--- src/rtl/queue_pkg.sv ---
// Shared definitions for the SRAM-backed byte queue (producer and consumer sides).
package queue_pkg;

   localparam int DATA_W       = 8;
   localparam int QUEUE_DEPTH  = 1024;
   localparam int QUEUE_ADDR_W = 10;
   localparam int RD_LATENCY   = 2;
   localparam int SKID_DEPTH   = 4;

   // Number of set bits; used to turn the pending-read pipe into an in-flight count.
   function automatic int count_ones(input logic [7:0] bits);
      int n;
      n = 0;
      for (int i = 0; i < 8; i++) begin
         n = n + int'(bits[i]);
      end
      return n;
   endfunction

endpackage

--- src/rtl/queue_drain_skid.sv ---
// Small register FIFO that catches bytes returning from the queue SRAM and
// presents the oldest one to the downstream stream. Pointers wrap modulo DEPTH,
// so DEPTH need not be a power of two.
module queue_drain_skid #(
   parameter int  DATA_W = 8,
   parameter int  DEPTH  = 4,
   localparam int OCC_W  = $clog2(DEPTH + 1)
) (
   input  logic              clk,
   input  logic              rst,
   input  logic              push_i,
   input  logic [DATA_W-1:0] data_i,
   input  logic              pop_i,
   output logic [DATA_W-1:0] data_o,
   output logic [OCC_W-1:0]  occ_o
);

   localparam int PTR_W = (DEPTH > 1) ? $clog2(DEPTH) : 1;

   logic [DATA_W-1:0] mem_q [DEPTH];
   logic [PTR_W-1:0]  wr_ptr_q, wr_ptr_d;
   logic [PTR_W-1:0]  rd_ptr_q, rd_ptr_d;
   logic [OCC_W-1:0]  occ_q, occ_d;
   logic              do_push, do_pop;

   function automatic logic [PTR_W-1:0] ptr_inc(input logic [PTR_W-1:0] p);
      return (p == PTR_W'(DEPTH - 1)) ? '0 : p + 1'b1;
   endfunction

   // Guarded push/pop: a push into a full buffer is only taken when a pop frees the slot.
   always_comb begin
      do_pop   = pop_i & (occ_q != '0);
      do_push  = push_i & ((occ_q != OCC_W'(DEPTH)) | do_pop);
      wr_ptr_d = do_push ? ptr_inc(wr_ptr_q) : wr_ptr_q;
      rd_ptr_d = do_pop  ? ptr_inc(rd_ptr_q) : rd_ptr_q;
      occ_d    = occ_q;
      if (do_push && !do_pop) begin
         occ_d = occ_q + 1'b1;
      end else if (!do_push && do_pop) begin
         occ_d = occ_q - 1'b1;
      end
   end

   // Storage, pointers and occupancy; storage is cleared so the output reads 0 out of reset.
   always_ff @(posedge clk or posedge rst) begin
      if (rst) begin
         for (int i = 0; i < DEPTH; i++) begin
            mem_q[i] <= '0;
         end
         wr_ptr_q <= '0;
         rd_ptr_q <= '0;
         occ_q    <= '0;
      end else begin
         if (do_push) begin
            mem_q[wr_ptr_q] <= data_i;
         end
         wr_ptr_q <= wr_ptr_d;
         rd_ptr_q <= rd_ptr_d;
         occ_q    <= occ_d;
      end
   end

   assign data_o = mem_q[rd_ptr_q];
   assign occ_o  = occ_q;

endmodule

--- src/rtl/queue_drain.sv ---
// Consumer side of the SRAM-backed byte queue. Issues pop strobes only while
// buffer credit remains (occupancy + reads still in flight), tracks each strobe
// through a RD_LATENCY-deep pending pipe, and lands returning bytes in a skid
// buffer that feeds a valid/ready stream.
// Optional build macro QUEUE_DRAIN_CNT_EN adds drain_count_o, a wrapping 16-bit
// count of bytes delivered downstream.
module queue_drain
   import queue_pkg::*;
#(
   parameter int DATA_W     = queue_pkg::DATA_W,
   parameter int RD_LATENCY = queue_pkg::RD_LATENCY,
   parameter int SKID_DEPTH = queue_pkg::SKID_DEPTH
) (
   input  logic              clk,
   input  logic              rst,
   input  logic              enable_i,
   input  logic              q_valid_i,
   output logic              q_read_o,
   input  logic [DATA_W-1:0] q_data_i,
   output logic              m_valid_o,
   output logic [DATA_W-1:0] m_data_o,
   input  logic              m_ready_i,
   output logic              busy_o
`ifdef QUEUE_DRAIN_CNT_EN
   ,
   output logic [15:0]       drain_count_o
`endif
);

   localparam int OCC_W = $clog2(SKID_DEPTH + 1);

   logic                  q_read_q, q_read_d;
   logic [RD_LATENCY-1:0] pending_q, pending_d;
   logic                  busy_q, busy_d;
   logic                  push, pop, m_valid;
   logic [OCC_W-1:0]      occ;
   logic [DATA_W-1:0]     m_data;
   int                    used_credit;
   int                    occ_next;

   queue_drain_skid #(
      .DATA_W (DATA_W),
      .DEPTH  (SKID_DEPTH)
   ) u_skid (
      .clk    (clk),
      .rst    (rst),
      .push_i (push),
      .data_i (q_data_i),
      .pop_i  (pop),
      .data_o (m_data),
      .occ_o  (occ)
   );

   assign m_valid = (occ != '0);
   assign pop     = m_valid & m_ready_i;
   // The byte for a strobe issued RD_LATENCY cycles ago is on q_data_i now.
   assign push    = pending_q[RD_LATENCY-1];

   // Credit check: the strobe currently on q_read_o is already committed, so it
   // counts against the buffer alongside the pending pipe.
   always_comb begin
      pending_d[0] = q_read_q;
      for (int i = 1; i < RD_LATENCY; i++) begin
         pending_d[i] = pending_q[i-1];
      end
      used_credit = int'(occ) + count_ones(8'(pending_q)) + int'(q_read_q) - int'(pop);
      q_read_d    = enable_i & q_valid_i & (used_credit < SKID_DEPTH);
      occ_next    = int'(occ) + int'(push) - int'(pop);
      busy_d      = (occ_next != 0) | (pending_d != '0) | q_read_d;
   end

   // Read strobe, pending pipe and busy flag; reset drops any read still in flight.
   always_ff @(posedge clk or posedge rst) begin
      if (rst) begin
         q_read_q  <= 1'b0;
         pending_q <= '0;
         busy_q    <= 1'b0;
      end else begin
         q_read_q  <= q_read_d;
         pending_q <= pending_d;
         busy_q    <= busy_d;
      end
   end

   assign q_read_o  = q_read_q;
   assign m_valid_o = m_valid;
   assign m_data_o  = m_data;
   assign busy_o    = busy_q;

`ifdef QUEUE_DRAIN_CNT_EN
   logic [15:0] drain_cnt_q, drain_cnt_d;

   assign drain_cnt_d = drain_cnt_q + {15'd0, pop};

   // Delivered-byte counter; wraps naturally at 16 bits.
   always_ff @(posedge clk or posedge rst) begin
      if (rst) begin
         drain_cnt_q <= '0;
      end else begin
         drain_cnt_q <= drain_cnt_d;
      end
   end

   assign drain_count_o = drain_cnt_q;
`endif

endmodule

--- config.mk ---
export PLATFORM = sky130hd
export DESIGN_NAME = queue_drain
export DESIGN_NICKNAME = d
export VERILOG_FILES = /design/src/rtl/queue_pkg.sv /design/src/rtl/queue_drain_skid.sv /design/src/rtl/queue_drain.sv
export SDC_FILE = /design/constraint.sdc
export NUM_CORES = 1
export LEC_CHECK = 0
export BUFFER_PORTS_ARGS = -buffer_cell sky130_fd_sc_hd__buf_4
export CAP_MARGIN = 10
export CORE_ASPECT_RATIO = 0.5
export CORE_MARGIN = 2
export CORE_UTILIZATION = 60
export CTS_BUF_LIST = sky130_fd_sc_hd__clkbuf_8
export CTS_CLUSTER_SIZE = 20
export DETAILED_ROUTE_END_ITERATION = 6
export HOLD_SLACK_MARGIN = 0.15
export PLACE_DENSITY_LB_ADDON = 0.1
export RECOVER_POWER = 25
export SETUP_SLACK_MARGIN = 0.3
export SYNTH_ARGS = -nofsm -noshare
export SYNTH_HDL_FRONTEND = slang
export SYNTH_HIERARCHICAL = 1
export SYNTH_SLANG_ARGS = --single-unit
--- constraint.sdc ---
create_clock -name clk -period 3.2 [get_ports clk]
set_input_delay 0.64 -clock clk [delete_from_list [all_inputs] [get_ports clk]]
set_output_delay 0.64 -clock clk [all_outputs]
set_load 0.01 [all_outputs]
# Word level (Yosys, flattened, before mapping)
# Cells that the tools add are included.
# op_classes
shifts	0
order_cmp	4
multipliers	0
n_reduce_logical	9
n_bitwise	10
n_mux	10
n_eq_ne	3
add_sub_neg	10
n_div	0
# ops
cell	n
$bwmux 32	1
$reduce_bool 32->1	1
$mux 8	3
$bmux 8 s2	1
$demux 8 s2	1
$ge 3x3->1 const B	2
$lt 6x4->1 const B	1
$mux 3	2
$not 2->3	2
$sub 5x1->6	1
$add 4x1->5	1
$and 1x1->1	5
$sub 4x1->5	1
$add 2x1->2 const B	2
$add 3x1->4	1
$add 3x2->4	1
$eq 2x2->1 const B	2
$mux 2	2
$reduce_bool 2->1	2
$add 3x1->3 const B	1
$logic_and 1x1->1	3
$lt 3x1->1 const B	1
$ne 3x3->1 const B	1
$or 1x1->1	3
4 further kinds	5
# word_totals
latch_bits	0
mem_bits_ro	0
memories	0
out_inout_bits	11
regBits	43
ramBits	0

# Depth between registers and ports, before layout
# Gate-level depths: netlist of the first run.
# logic_depth
depth_word	9
ltp_mapped	12

# Hierarchy
# The synthesis of the first run kept the hierarchy.
# by_module_without_submodules
mod	seq_area_each_um2	cells_per_inst	instances	area_each_um2
queue_drain_skid	975.9	114	1	1804.2
queue_drain	100.1	49	1	457.9

# Least setup slack after synthesis of the first run
# No wires, ideal clock.
# synth_path
path_kind	reg-to-reg
start	register u_skid.occ_q[1], in the netlist u_skid/occ_o[1]
end	register busy_q, in the netlist busy_o
arrival_ps	2494
required_time_ps	3066
path_stages_with_launch	12
setup_slack_ps	571
cell_sequence	dfrtp_1 inv_1 nand3_1 and2_1 ha_1 inv_1 fa_1 ha_1 a31oi_1 nor4b_1 a41oi_2 nand4b_1
# synth_via
elab_chain_cells	6
# synth_rtl
element	line	source
start: declaration	queue_drain_skid.sv:23	logic [OCC_W-1:0] occ_q, occ_d;
start signal: assignment	queue_drain_skid.sv:52	occ_q <= '0;
start signal: assignment	queue_drain_skid.sv:59	occ_q <= occ_d;
$reduce_bool 3->1 *	queue_drain.sv:54	assign m_valid = (occ != '0);
net m_valid_o	queue_drain.sv:20	output logic m_valid_o,
$and 1x1->1 *	queue_drain.sv:55	assign pop = m_valid & m_ready_i;
net pop	queue_drain.sv:35	logic push, pop, m_valid;
$sub 5x1->6 or $sub 4x1->5 (tied branches)	queue_drain.sv:66, queue_drain.sv:68	
$lt 6x4->1 or $reduce_bool 32->1 (tied branches)	queue_drain.sv:67, queue_drain.sv:69	
$and 1x1->1 or $or 1x1->1 (tied branches)	queue_drain.sv:67, queue_drain.sv:69	
$or 1x1->1 *	queue_drain.sv:69	busy_d = (occ_next != 0) | (pending_d != '0) | q_read_d;
net busy_d	queue_drain.sv:34	logic busy_q, busy_d;
end signal: assignment	queue_drain.sv:81	busy_q <= busy_d;
end: declaration	queue_drain.sv:34	
# The timed path passes the listed nets; every way through them passes the cells marked *.
# A chain may end at the register's enable or synchronous reset.

# Final worst setup path of the first run
# layout_path
start	register u_skid.occ_q[1], in the netlist u_skid/occ_o[1]
end	register busy_q, in the netlist busy_o
# layout_via
elab_chain_cells	6
# layout_rtl
element	line
$reduce_bool 3->1 *	queue_drain.sv:54
$and 1x1->1 *	queue_drain.sv:55
net pop	queue_drain.sv:35
$sub 5x1->6 or $sub 4x1->5 (tied branches)	queue_drain.sv:66, queue_drain.sv:68
$lt 6x4->1 or $reduce_bool 32->1 (tied branches)	queue_drain.sv:67, queue_drain.sv:69
$and 1x1->1 or $or 1x1->1 (tied branches)	queue_drain.sv:67, queue_drain.sv:69
$or 1x1->1 *	queue_drain.sv:69
net busy_d	queue_drain.sv:34
# Marks and branches as above.

==> qor.yml, run 1 <==
outcome:
  outcome: "finished, violations left"
  failed_checks: "capacitance limit, slew limit"
clock_network:
  cts_tree: "done"
  post-cts-setup-buffers: 0
  clk_pin_slew_ns: 0.07
  numCtsBuffers: 5
  cts_root_buffer: "clkbuf_8"
  holdBufCountCts: 0
  h-tree-depth: 2
  cts.sinks: 43
  insertion_delay_ns: 0.29
  clockBufferDepth: 2
placement:
  place_ws_ns: 0.4529
  gp_congestion: 0.8321
  portBuffers: 23
  place_hpwl_um: 2766
global_route:
  grt_pass1_vias: 1324
  track_usage_pct: 18.81
  grt_max_degree: 40
  overflow: 0
  antenna_found_initial: 0
  grt_first_pass_wirelength_um: 6037
cells_and_area:
  final_common_cell: "dfrtp_1"
  insertedDiodeCount: 0
  drive_gt1_share_pct: 41.97
  synthToLayoutAreaGrowth_pct: 14.05
  multi_input_area_sq_um: 1121
  fillers: 263
  final_nets: 224
  final_cell_mix: "dfrtp_1 (42), mux2_2 (36), buf_4 (22)"
  regArea_sq_um: 1077
timing:
  timing.final.hold_violations: 0
  period_needed_ns: 2.718
  slew_headroom_pct: -33.37
  slew_violations: 40
  fmax_mhz: 367.9
  skew_ns: 0.007990
  rsz0062_at_grt: "false"
  tns_ns: 0
  post-route-worst-setup-slack_ns: 0.4817
  worst_pin_slew_ns: 2.001
  timing.final.crit_share_pct: 84.95
  finalSetupViolations: 0
synth:
  yosysUniqueCellTypes: 30
  synth_fa_ha_area_share_pct: 11.50
  syn_area_per_cell_sq_um: 13.88
  synth_warnings: 6
  syn_inst: 163
  syn_area_sq_um: 2262
  synth_area_leader_cell: "dfrtp_1"
  synth_seq_cells: 43
  synth_top_area_share_pct: 47.57
  synth_area_leaders: "dfrtp_1 (48%), mux2_2 (18%), ha_1 (8.8%), mux4_2 (8.0%), fa_1 (2.7%)"
  synth_compound_area_share_pct: 3.097
  ys_seq_area_share_pct: 47.57
  synth_xor_area_share_pct: 1.936
  synthMuxAreaShare_pct: 25.88
  synth_top_family_by_area: "multiplexers"
  syn-num-nets: 195
  synthSimpleGateAreaFrac_pct: 7.135
power_and_ir_drop:
  power.share.clock_pct: 12.1
  power.internal_mw: 1.726
  p_switching_mw: 0.9232
  switching_share_pct: 34.84
  seqPwrFrac_pct: 39.8
  p_leak_nw: 1.154
  ir_drop_mv: 0.6632
  combPwrFrac_pct: 48.1
  p_per_area_nw_per_um2: 1027
routing:
  wl_per_cell_um: 15.09
  drtAntennaViolNets: 0
  vias: 1344
  vias_per_cell: 5.508
  drt_iter0_drc: 58
  drc: 0
  dr.pass1.iters: 4
  wl_um: 3682
worst_setup_path:
  cp_top_family: "adder cells"
  max_stage_delay_ns: 0.48
  worstSetupStartpoint: "u_skid/occ_o[1]"
  required_ns: 3.42
  worst-path-buf-inv: 2
  critPathArrivalTime_ns: 2.93
  worst_setup_path_end_kind: "flop"
  critPathMaxFanout: 7
  cp_cell_sequence: "inv_1 -> nand3_1 -> and2_1 -> ha_1 -> inv_1 -> fa_1 -> ha_1 -> a31oi_1 -> nor4b_1 -> a41oi_2 -> nand4b_1"
  cp_slowest_cell: "dfrtp_2"
  r2r-start: "u_skid/occ_o[1]"
  worst-setup-path-type: "flop to flop"
  worstSetupStartpointType: "flop"
floorplan:
  fp-row-count: 15
  core_region_area_sq_um: 3528
  dieWidth_um: 90.84
  die_y_um: 47.42
  start_util_pct: 64.11
  num_io_pins: 24
  die_area_sq_um: 4307
hold_path:
  hold_class: "input pin to async pin"
job:
  max_cap_viol_count: 1
stage by stage:
stage               total power, mW  hold WS [ns]  instance area [sq um]  instances  util (%)
detailed placement            2.354        0.3740                   2497        236     70.78
floorplan                     1.957        0.3537                   2262        163         -
CTS                           2.678        0.2346                   2582        244     73.19
finish                        2.650        0.2440                   2580        244     73.12
global route                  2.871        0.2453                   2580        244     73.12
global placement              2.305        0.3646                   2497        236     70.78
per-layer routing:
metal | part of all wire (%) | GRT usage (%) | vias to the layer above | wire, um
met3 | 3.4 | 3.937 | 5 | 124
met1 | 46 | 23.67 | 683 | 1709
met2 | 49 | 34.78 | 23 | 1814
met4 | 0.87 | 6.364 | 0 | 32
li1 | - | - | 633 | -
met5 | 0 | 0 | - | 0
synthesized netlist by cell type:
master    count
nor4b_4       1
ha_1         16
inv_1        15
a21o_1        2
nor3_1        1
nand2_1       4
and2_1        1
nand3_1       2
nor2_2        4
dfrtp_1      43
nand3b_1      1
nand4b_1      1
and2b_1       1
nor4b_1       1
mux4_2        8
nor2b_1       2
mux2_2       36
xor2_1        3
buf_1         1
a221o_1       1
fa_1          3
a31oi_1       1
o31ai_1       1
xnor2_1       2
and4_1        1
buf_2         1
nor2_1        6
a41oi_2       1
a21oi_1       1
o21ai_0       2
state kept, by name, summed over array words and instances (netlist names):
name	cells
pending_q	2
q_read_o	1
u_skid/wr_ptr_q	2
u_skid/rd_ptr_q	2
u_skid/occ_o	3
busy_o	1
u_skid/mem_q	32
timing repair:
action	4_1_cts	5_1_grt
endpoints found under the hold margin	0	0
endpoints found under the setup margin	0	3
resized for setup	0	1
layout make-up:
| class | instances | area share (%) |
|---|---|---|
| Inverter | 15 | 2.182 |
| Clock buffer | 5 | 2.667 |
| Tap cell | 51 | 2.473 |
| Clock inverter | 3 | 0.6305 |
| Sequential cell | 43 | 41.76 |
| Multi-Input combinational cell | 103 | 43.45 |
| Timing Repair Buffer | 24 | 6.838 |
cells by family (layout without fill, tap and decap cells):
family                     count (synthesis)  in the layout
muxes                                     44             44
DFF                                       43             43
and+or+nand+nor                           26             26
adders and majority gates                 19             19
buffers and inverters                     17             47
AOI/OAI and AO/OA                          9              9
xor gates and xnor gates                   5              5
worst register-to-register path: stages (launching register included):
cell and delay, ns:
dfrtp_2 0.48, inv_1 0.18, nand3_1 0.12, and2_1 0.24, ha_1 0.29, inv_1 0.04
fa_1 0.35, ha_1 0.28, a31oi_1 0.10, nor4b_1 0.39, a41oi_2 0.07, nand4b_1 0.11
power by group through the flow:
| stage | clock, mW | combinational (mW) | sequential [mW] |
|---|---|---|---|
| 4_1_cts | 0.333 | 1.29 | 1.06 |
| 3_5_place_dp | 0 | 1.28 | 1.07 |
| 5_1_grt | 0.358 | 1.41 | 1.10 |
| 2_1_floorplan | 0 | 0.995 | 0.963 |
| 3_3_place_gp | 0 | 1.25 | 1.05 |
| 6_report | 0.321 | 1.27 | 1.05 |
final timing paths:
check                                  end  cells past startpoint  slack (ns)
hold reg to reg               pending_q[1]                      0        0.39
hold / removal                    q_read_o                      2        0.24
min in group clk              pending_q[1]                      0        0.39
max in group asynchronous  u_skid/occ_o[1]                      3        0.82
setup / recovery                    busy_o                     11        0.48
setup reg to reg                    busy_o                     11        0.48
Power figures use the tool's default switching activity.
==> run 2: changes to the inputs <==
- CORE_UTILIZATION: 60 -> 55
- clock period: 3.2 -> 2.3 ns (I/O delays scaled with it)
==> run 2 against run 1 <==
The run now ends clean. Utilization up 0.76 points. Sequential power up 31%. Maximum frequency up 20%. Sequential share of layout area down 4.5 points.
==> qor.yml, run 2 (same netlist as run 1, synthesis figures left out) <==
routing:
  drt_iter0_drc: 9  # was 58
  vias: 1408  # was 1344
  wl_per_cell_um: 15.09  # about the same
  vias_per_cell: 5.234  # was 5.508
  dr.pass1.iters: 2  # was 4
  wl_um: 4058  # was 3682 um
  drtAntennaViolNets: 0  # unchanged
  drc: 0  # unchanged
clock_network:
  clk_pin_slew_ns: 0.07  # about the same
  clockBufferDepth: 2  # unchanged
  cts.sinks: 43  # unchanged
  cts_tree: "done"  # unchanged
  h-tree-depth: 2  # unchanged
  insertion_delay_ns: 0.29  # about the same
  numCtsBuffers: 5  # unchanged
  cts_root_buffer: "clkbuf_8"  # unchanged
floorplan:
  fp-row-count: 16  # was 15
  core_region_area_sq_um: 3924  # was 3528 sq um
  die_y_um: 49.35  # was 47.42 um
  dieWidth_um: 94.70  # was 90.84 um
  die_area_sq_um: 4673  # was 4307 sq um
  start_util_pct: 57.65  # was 64.11%
  num_io_pins: 24  # unchanged
worst_setup_path:
  worst_setup_path_end_kind: "flop"  # unchanged
  worst-setup-path-type: "flop to flop"  # unchanged
  critPathArrivalTime_ns: 2.45  # was 2.93 ns
  required_ns: 2.48  # was 3.42 ns
  worst-path-buf-inv: 3  # was 2
  crit_top_cell: "inv_2"
  critPathMaxFanout: 3  # was 7
  cp_top_family: "adder cells"  # unchanged
  worstSetupStartpointType: "flop"  # unchanged
  max_stage_delay_ns: 0.43  # was 0.48 ns
  cp_slowest_cell: "fa_2"  # was dfrtp_2
  cp_cell_sequence: "inv_2 -> nand3_2 -> and2_4 -> buf_4 -> nor4b_4 -> nor2b_2 -> ha_2 -> inv_2 -> fa_2 -> mux2_4"  # was inv_1 -> nand3_1 -> and2_1 -> ha_1 -> inv_1 -> fa_1 -> ha_1 -> a31oi_1 -> nor4b_1 -> a41oi_2 -> nand4b_1
global_route:
  track_usage_pct: 20.37  # was 18.81%
  grt_pass1_vias: 1526  # was 1324
  overflow: 0  # unchanged
  antenna_found_initial: 0  # unchanged
  grt_first_pass_wirelength_um: 7038  # was 6037 um
  grt_max_degree: 27  # was 40
placement:
  place_hpwl_um: 2984  # was 2766 um
  portBuffers: 23  # unchanged
  gp_congestion: 0.7427  # was 0.8321
  place_area_sq_um: 2664  # was 2497 sq um
  dpl.cell_count: 252  # was 236
timing:
  slew_headroom_pct: 60.77  # was -33.37%
  period_needed_ns: 2.272  # was 2.718 ns
  rsz0062_at_grt: "true"  # was false
  timing.final.hold_violations: 0  # unchanged
  slew_violations: 0  # was 40
  timing.final.crit_share_pct: 98.79  # was 84.95%
  tns_ns: 0  # unchanged
  skew_ns: 0.002789  # was 0.007990 ns
  finalSetupViolations: 0  # unchanged
  fmax_mhz: 440.1  # was 367.9 MHz
  worst_pin_slew_ns: 0.5878  # was 2.001 ns
cells_and_area:
  final_cell_mix: "dfrtp_1 (40), buf_4 (38), mux2_2 (35)"  # was dfrtp_1 (42), mux2_2 (36), buf_4 (22)
  final_cells: 269  # was 244
  largest_register_ffs: 32  # unchanged
  final_common_cell: "dfrtp_1"  # unchanged
  design_area_sq_um: 2899  # was 2580 sq um
  synthToLayoutAreaGrowth_pct: 28.15  # was 14.05%
  insertedDiodeCount: 0  # unchanged
  drive_gt1_share_pct: 57.21  # was 41.97%
  final_nets: 246  # was 224
  largest_register: "u_skid/mem_q"  # unchanged
power_and_ir_drop:
  ir_drop_mv: 0.7383  # was 0.6632 mV
  p_per_area_nw_per_um2: 1446  # was 1027 nW/um^2
  total_power_mw: 4.193  # was 2.650 mW
  p_leak_nw: 1.276  # was 1.154 nW
job:
  max_cap_viol_count: 0  # was 1
outcome:
  outcome: "completed"  # was finished, violations left
hold_path:
  hold_class: "flop to flop"  # was input pin to async pin
-- run 2: area by class of cell --
class / instances / area [sq um]
clock buffer: 5 / 68.82
clock inverter: 3 / 16.27
fill: 260 / 1025
inverter: 15 / 56.30
multi-input combinational: 103 / 1235
sequential: 43 / 1080
tap: 54 / 67.56
timing repair buffer: 46 / 375.4
-- run 2: where the power goes --
part / leakage (nW) / switching (mW) / internal [mW]
clock: 0.0453 / 0.241 / 0.207
sequential: 0.502 / 0.238 / 1.14
combinational: 0.729 / 0.985 / 1.38
-- run 2: worst reg2reg max path, delay by kind of cell, from the launching register on --
kind / cells / cell delay, ns
and+or+nand+nor: 4 / 0.55
buffers and inverters: 3 / 0.28
DFF: 1 / 0.42
adders and majority gates: 2 / 0.63
muxes: 1 / 0.28
-- run 2: final timing paths --
check                                startpoint               end  slack, ns  depth (start not counted)
worst min-delay path               pending_q[0]      pending_q[1]       0.40                          0
min in group asynchronous                   rst          q_read_o       0.61                          3
worst min register to register     pending_q[0]      pending_q[1]       0.40                          0
max in group asynchronous                   rst  u_skid/mem_q[14]       0.97                          4
worst max register to register  u_skid/occ_o[2]   u_skid/occ_o[1]       0.03                         10
worst max-delay path            u_skid/occ_o[2]   u_skid/occ_o[1]       0.03                         10
-- run 2: per-stage QoR --
stage	utilization, %	hold WS (ns)	worst slack [ns]
2_1_floorplan	-	0.2261	-0.08108
3_3_place_gp	67.89	0.3561	0.01930
3_5_place_dp	67.89	0.3610	-0.02666
4_1_cts	71.59	0.3951	0.04023
5_1_grt	73.88	0.4036	-0.04895
6_report	73.88	0.3999	0.02785
-- run 2: per-layer routing --
| metal | vias to the layer above | part of all wire (%) | wire (um) | GRT usage (%) |
|---|---|---|---|---|
| li1 | 677 | - | - | - |
| met1 | 708 | 46 | 1851 | 25.13 |
| met2 | 19 | 50 | 2039 | 34.28 |
| met3 | 4 | 3.2 | 131 | 5.255 |
| met4 | 0 | 0.86 | 35 | 8.454 |
| met5 | - | 0 | 0 | 0 |
-- run 2: what timing repair did --
action                     in CTS  in global routing
buffers inserted                4                  4
setup endpoints to repair       4                 37
pin swaps                       8                  3
hold buffers                    1                  0
hold endpoints to repair        4                  0
gates resized for setup         6                 15
cloned                          0                  0
